**config.mk**
```make
export PLATFORM = sky130hd
export DESIGN_NAME = exec_trace_buffer
export DESIGN_NICKNAME = d
export VERILOG_FILES = /design/src/rtl/exec_trace_buffer.sv
export SDC_FILE = /design/constraint.sdc
export NUM_CORES = 2
export LEC_CHECK = 0
export BUFFER_PORTS_ARGS = -buffer_cell sky130_fd_sc_hd__buf_2
export CAP_MARGIN = 20
export CORE_MARGIN = 1.5
export CORE_UTILIZATION = 50
export CTS_CLUSTER_DIAMETER = 200
export DETAILED_ROUTE_END_ITERATION = 7
export GPL_ROUTABILITY_DRIVEN = 0
export PLACE_DENSITY_LB_ADDON = 0.1
export SETUP_SLACK_MARGIN = 0.3
export SLEW_MARGIN = 20
export SYNTH_ARGS = -nofsm -noshare
export SYNTH_HDL_FRONTEND = slang
export SYNTH_SLANG_ARGS = --single-unit
```
**constraint.sdc**
```tcl
create_clock -name clk -period 5.1 [get_ports clk]
set_clock_uncertainty 0.1 [all_clocks]
set_input_delay 0.51 -clock clk [delete_from_list [all_inputs] [get_ports clk]]
set_output_delay 0.51 -clock clk [all_outputs]
set_load 0.01 [all_outputs]
```
**src/rtl/exec_trace_buffer.sv**
```systemverilog
// exec_trace_buffer
//   Captures {pc, instr, timestamp} from a core into a small FIFO whenever the
//   PC changes while the capture FSM is in RUN. The FIFO either stops when
//   full (WRAP=0) or overwrites its oldest entry (WRAP=1). A capture of
//   ECALL/EBREAK halts tracing. TIMEOUT RUN cycles force a stop.
//
// Ports
//   clk, reset            : clock; asynchronous active-high reset
//   enable                : level-sensitive capture enable (IDLE <-> RUN)
//   pc_in, instr_in       : core PC / instruction being observed
//   rd_en                 : pop the oldest entry
//   rd_valid, rd_pc,
//   rd_instr, rd_cycle    : popped entry, one cycle after rd_en
//   count                 : entries currently held
//   cycle_count           : cycles spent in RUN (saturating)
//   overflow              : sticky, an entry was lost or overwritten
//   halted, timed_out     : high while in the HALT / TMO terminal states
module exec_trace_buffer #(
    parameter int XLEN    = 32,
    parameter int DEPTH   = 16,
    parameter int CYCLE_W = 16,
    parameter int TIMEOUT = 1000,
    parameter int WRAP    = 0
) (
    input  logic                     clk,
    input  logic                     reset,
    input  logic                     enable,
    input  logic [XLEN-1:0]          pc_in,
    input  logic [XLEN-1:0]          instr_in,
    input  logic                     rd_en,
    output logic                     rd_valid,
    output logic [XLEN-1:0]          rd_pc,
    output logic [XLEN-1:0]          rd_instr,
    output logic [CYCLE_W-1:0]       rd_cycle,
    output logic [$clog2(DEPTH):0]   count,
    output logic [CYCLE_W-1:0]       cycle_count,
    output logic                     overflow,
    output logic                     halted,
    output logic                     timed_out
);

    localparam int AW = $clog2(DEPTH);

    typedef logic [AW-1:0]      ptr_t;
    typedef logic [AW:0]        cnt_t;
    typedef logic [CYCLE_W-1:0] cyc_t;
    typedef logic [XLEN-1:0]    word_t;

    localparam cnt_t  FULL_CNT = cnt_t'(DEPTH);
    localparam bit    WRAP_EN  = (WRAP != 0);
    localparam bit    TMO_EN   = (TIMEOUT != 0);
    localparam cyc_t  TMO_LAST = cyc_t'(TMO_EN ? TIMEOUT - 1 : 0);
    localparam word_t ECALL    = word_t'(32'h0000_0073);
    localparam word_t EBREAK   = word_t'(32'h0010_0073);

    typedef enum logic [1:0] {S_IDLE, S_RUN, S_HALT, S_TMO} state_t;

    state_t state_q;
    cyc_t   cycle_q;
    logic   halted_q, tmo_q, first_q, ovf_q;
    word_t  prev_pc_q;
    ptr_t   wr_ptr_q, rd_ptr_q, wr_ptr_d, rd_ptr_d;
    cnt_t   count_q, count_d;
    logic   rd_valid_q;
    word_t  rd_pc_q, rd_instr_q;
    cyc_t   rd_cycle_q;

    word_t  pc_mem    [DEPTH];
    word_t  instr_mem [DEPTH];
    cyc_t   cyc_mem   [DEPTH];

    logic run, cap, full, pop, wr, drop, ovw, is_halt, is_tmo;

    always_comb begin
        run     = (state_q == S_RUN);
        cap     = run && enable && (first_q || (pc_in != prev_pc_q));
        full    = (count_q == FULL_CNT);
        pop     = rd_en && (count_q != '0);
        // A full buffer still accepts a capture if the same cycle frees a slot
        // or if it is allowed to overwrite the oldest entry.
        wr      = cap && (!full || pop || WRAP_EN);
        drop    = cap && full && !pop && !WRAP_EN;
        ovw     = cap && full && !pop && WRAP_EN;
        is_halt = cap && ((instr_in == ECALL) || (instr_in == EBREAK));
        is_tmo  = run && TMO_EN && (cycle_q == TMO_LAST);

        wr_ptr_d = wr         ? wr_ptr_q + ptr_t'(1) : wr_ptr_q;
        rd_ptr_d = (pop || ovw) ? rd_ptr_q + ptr_t'(1) : rd_ptr_q;

        count_d = count_q;
        if (wr && !pop && !ovw) count_d = count_q + cnt_t'(1);
        else if (pop && !wr)    count_d = count_q - cnt_t'(1);
    end

    // Capture FSM; halt takes priority over timeout, both over enable drop.
    always_ff @(posedge clk or posedge reset) begin
        if (reset) begin
            state_q  <= S_IDLE;
            cycle_q  <= '0;
            halted_q <= 1'b0;
            tmo_q    <= 1'b0;
        end else begin
            if (run && (cycle_q != '1)) cycle_q <= cycle_q + cyc_t'(1);
            case (state_q)
                S_IDLE: if (enable) state_q <= S_RUN;
                S_RUN: begin
                    if (is_halt) begin
                        state_q  <= S_HALT;
                        halted_q <= 1'b1;
                    end else if (is_tmo) begin
                        state_q <= S_TMO;
                        tmo_q   <= 1'b1;
                    end else if (!enable) begin
                        state_q <= S_IDLE;
                    end
                end
                default: state_q <= state_q;
            endcase
        end
    end

    // FIFO control and read port
    always_ff @(posedge clk or posedge reset) begin
        if (reset) begin
            first_q    <= 1'b1;
            prev_pc_q  <= '0;
            wr_ptr_q   <= '0;
            rd_ptr_q   <= '0;
            count_q    <= '0;
            ovf_q      <= 1'b0;
            rd_valid_q <= 1'b0;
            rd_pc_q    <= '0;
            rd_instr_q <= '0;
            rd_cycle_q <= '0;
        end else begin
            if (cap) begin
                first_q   <= 1'b0;
                prev_pc_q <= pc_in;
            end
            if (drop || ovw) ovf_q <= 1'b1;
            wr_ptr_q   <= wr_ptr_d;
            rd_ptr_q   <= rd_ptr_d;
            count_q    <= count_d;
            rd_valid_q <= pop;
            // Read uses the pre-write array, so capture+pop on the same slot
            // returns the old entry.
            if (pop) begin
                rd_pc_q    <= pc_mem[rd_ptr_q];
                rd_instr_q <= instr_mem[rd_ptr_q];
                rd_cycle_q <= cyc_mem[rd_ptr_q];
            end
        end
    end

    always_ff @(posedge clk) begin
        if (wr) begin
            pc_mem[wr_ptr_q]    <= pc_in;
            instr_mem[wr_ptr_q] <= instr_in;
            cyc_mem[wr_ptr_q]   <= cycle_q;
        end
    end

    assign rd_valid    = rd_valid_q;
    assign rd_pc       = rd_pc_q;
    assign rd_instr    = rd_instr_q;
    assign rd_cycle    = rd_cycle_q;
    assign count       = count_q;
    assign cycle_count = cycle_q;
    assign overflow    = ovf_q;
    assign halted      = halted_q;
    assign timed_out   = tmo_q;

endmodule
```
==> results <==
- The library cells used most frequently in the layout, excluding fill and tap cells, are sky130_fd_sc_hd__edfxtp_1, sky130_fd_sc_hd__mux4_2, sky130_fd_sc_hd__nand2_1.
- The number of global-route vias before repair came to 26500.
- The worst path arrival time is 4.41 ns.
- The chip width is 333 um.
- The most common library cell in the layout ignoring fill and taps is sky130_fd_sc_hd__edfxtp_1.
- The first routing iteration left 2380 violations.
- The worst-case vdd ir drop is 0.320 mV.
- After synthesis the cells add up to 0.0544 mm^2.
- Measured in cells, the most critical reg-to-reg path has a length of 13.
- TritonCTS built the clock tree.
- The period utilization is 0.765.
- The wire length of the first global-routing pass is 181 mm.
- Setup total negative slack on the finished layout was measured at 0 ns.
- After the last flow step, the layout net total stands at 2800.
- The Yosys step of the flow raised 0 warnings.
- Setup repair after global routing left no endpoint under its margin.
- The worst-margin pin slew is 1.00 ns.
- Buffers inserted during clock tree synthesis total 148.
- After detailed routing, the number of vias per cell comes to 5.95.
- The number of search-and-repair iterations in the first detailed-routing pass is 5.
- In this run the tightest slew margin relative to its limit is 0.333.
- The startpoint type of the worst setup path is a register.
- The number of hold-slack violations in the final timing report is 0.
- Once routing completed, OpenROAD measured the worst setup slack at 1.20 ns.
- For this run, the register share of the synthesized area comes to 0.775.
- The final critical delay including setup and external delays is 3.90 ns.
- The tree is rooted in a sky130_fd_sc_hd__clkbuf_16.
- The number of library cell types mapped by synthesis is 44.
- The worst hold path was traced through 3 stages.
- Of all flip-flops after synthesis, the portion carrying an async set or reset was 0.104.
- The count of maximum capacitance violations is 0.
- The sum of routed wire length over all layers is 122 mm.
- In this run, synthesis produced a sequential element count of 1428.
- The number of antenna violations at the first check in global routing came to 8.
- The residual antenna-violating net count after detailed routing is 0.
- STA classifies the critical path endpoint as a register.
- The total count of max-transition violations in the final report is 0.
- In this run the count of I/O pins placed on the die edge is 173.
- The die covers 0.111 mm^2.
- The layout filler cell count is 7842.
- The CTS H-tree depth is 4.
- The number of nets in the synthesized netlist is 2522.
- Summed over all layers, the global routing overflow is 0.
- The post-CTS clock slew at the launch and capture registers of the worst setup and hold paths is 0.06 ns.
- The total setup buffers inserted after CTS is 0.
- For this configuration, the core starts out at a cell density of 0.506.
- The TritonCTS sink count is 1428.
- Overall power consumption after layout is estimated at 23.2 mW.
- In this run the worst hold path is classified as primary input to register.
- The total area inside the core boundary comes to 0.108 mm^2.
- The maximum fanout along the worst path is 5.
- Summed over all nets, the half-perimeter wirelength after detailed placement is 69.5 mm.
- The analysis attributes to cell leakage a power of 21.3 nW.
- The predominant post-synthesis flop cell is sky130_fd_sc_hd__edfxtp_1.
- The run finished with clean final reports.
- Post-CTS repair changed the size of 0 cells.
- The worst-skew pair later-pin latency is 0.74 ns.
- In this run, synthesis inferred 1280 flip-flops with an integrated enable.
- The area growth from synthesis to layout is 14.3%.
- The number of buffers between clock root and the deepest sink is 3.
- Buffers inserted to repair hold after CTS numbered 3.
- The worst setup path category is register to register.
- The achievable frequency is 0.256 GHz.
- The global routing usage summed across all routing layers is 0.226.
- In the routed design, unresolved DRC markers number 0.
- In this run the register-to-register setup slack is 1.20 ns.
- OpenSTA, run right after detailed placement, puts the worst setup slack at 0.916 ns.
- The die span in y is 333 um.
- For this block, the via count after detailed routing is 25200.
- The count of input and output buffers is 172.
- The post-synthesis cell count is 2443.
- The final setup violation count is 0.
- The total power divided by cell area is 373 mW/mm^2.
- The routed wirelength normalized by instance count is 28.7 um.
- The share of layout cells above drive strength 1 is 0.307.
- The mean instance size in the synthesized netlist is 22.3 um^2.
- In this run the core area contains 120 standard-cell rows.
- Entering global routing, the biggest net connects 85 pins.
- For the worst setup path, the data required time is 5.61 ns.
## cell usage after synthesis, drive strengths merged, types with 4 or more instances
master	instances	area [um^2]
a21o	9	67.6
a21oi	5	28.8
nand2	272	1020
and4	6	52.6
nor2	8	30.0
nor3	5	25.0
dfrtp	147	3680
o32ai	4	35.0
buf	58	273
o21ai	6	30.0
mux4	392	8830
clkbuf	58	218
nor2b	8	50.1
and3	14	87.6
xor2	19	166
ha	10	125
xnor2	36	315
nor4	9	71.3
inv	9	33.8
a211oi	7	52.6
edfxtp	1280	38400
nand3	13	65.1
nand4	12	75.1
mux2	36	405
## cell type report
type                       instances  area [um^2]  share of cell area
clock inverter                    44          418             0.00673
timing repair buffer             244         1820              0.0292
clock buffer                     223         4170              0.0671
tap                             1403         1760              0.0282
inverter                           9         43.8            0.000705
multi-input combinational        890        11800               0.190
antenna                            1         2.50           0.0000403
sequential                      1428        42200               0.678
## critical path: stages, from the launching register on
cell	delay, ns
sky130_fd_sc_hd__dfrtp_1	0.38
sky130_fd_sc_hd__xor2_1	0.16
sky130_fd_sc_hd__nor4_1	0.65
sky130_fd_sc_hd__nand2_1	0.19
sky130_fd_sc_hd__nor4_4	0.50
sky130_fd_sc_hd__a21oi_1	0.29
sky130_fd_sc_hd__ha_1	0.33
sky130_fd_sc_hd__inv_1	0.15
sky130_fd_sc_hd__ha_1	0.30
sky130_fd_sc_hd__a21o_1	0.20
sky130_fd_sc_hd__a21oi_1	0.17
sky130_fd_sc_hd__xnor2_1	0.14
sky130_fd_sc_hd__nor2_1	0.07
sky130_fd_sc_hd__xor2_1	0.14
## sequential cells by signal (all words and copies together), names as in the netlist, 2 cells and up
| register | cells |
|---|---|
| instr_mem | 512 |
| rd_ptr_q | 4 |
| wr_ptr_q | 4 |
| cyc_mem | 256 |
| cycle_count | 16 |
| prev_pc_q | 32 |
| count | 5 |
| rd_pc | 32 |
| pc_mem | 512 |
| rd_instr | 32 |
| state_q | 2 |
| rd_cycle | 16 |
## cell families (layout without fill, tap and decap cells)
kind of cell             Yosys count  in the layout  synth area share
flip-flops                      1428           1428             0.775
multiplexers                     428            428             0.170
AND/OR/NAND/NOR                  360            360            0.0290
buffers and inverters            125            520           0.00964
XOR/XNOR                          55             55           0.00886
AO/OA/AOI/OAI                     36             36           0.00472
adder cells (fa/ha/maj)           11             11           0.00267
other                              0              1                 0
## per-layer routing
layer / vias up / global-route usage / wire [um]
met5: - / 0 / 26
met1: 13700 / 0.327 / 53000
li1: 10600 / - / -
met4: 4 / 0.0558 / 2030
met3: 160 / 0.0318 / 6290
met2: 774 / 0.366 / 60500
## worst paths after layout
path                                    start      endpoint
worst min-delay path                 pc_in[9]  prev_pc_q[9]
worst max register to register  prev_pc_q[15]      count[4]
max in group asynchronous               reset      rd_pc[0]
worst min register to register   rd_cycle[12]  rd_cycle[12]
min in group asynchronous               reset     rd_pc[25]
worst max-delay path            prev_pc_q[15]      count[4]
## power breakdown
group | switching, mW | internal [mW]
Clock | 4.26 | 5.99
Sequential | 0 | 12.7
Combinational | 0.175 | 0.0324
Total | 4.44 | 18.7
## through the flow
stage | cells | cell area [um^2] | utilization | hold WS (ns)
after floorplan | 2443 | 54400 | - | 0.358
after global placement | 3970 | 57500 | 0.535 | 0.354
after detailed placement | 3970 | 57500 | 0.535 | 0.357
after CTS | 4240 | 62100 | 0.578 | 0.00155
after global routing | 4241 | 62100 | 0.578 | 0.0458
final | 4242 | 62100 | 0.578 | 0.0621
Power figures use the tool's default switching activity.
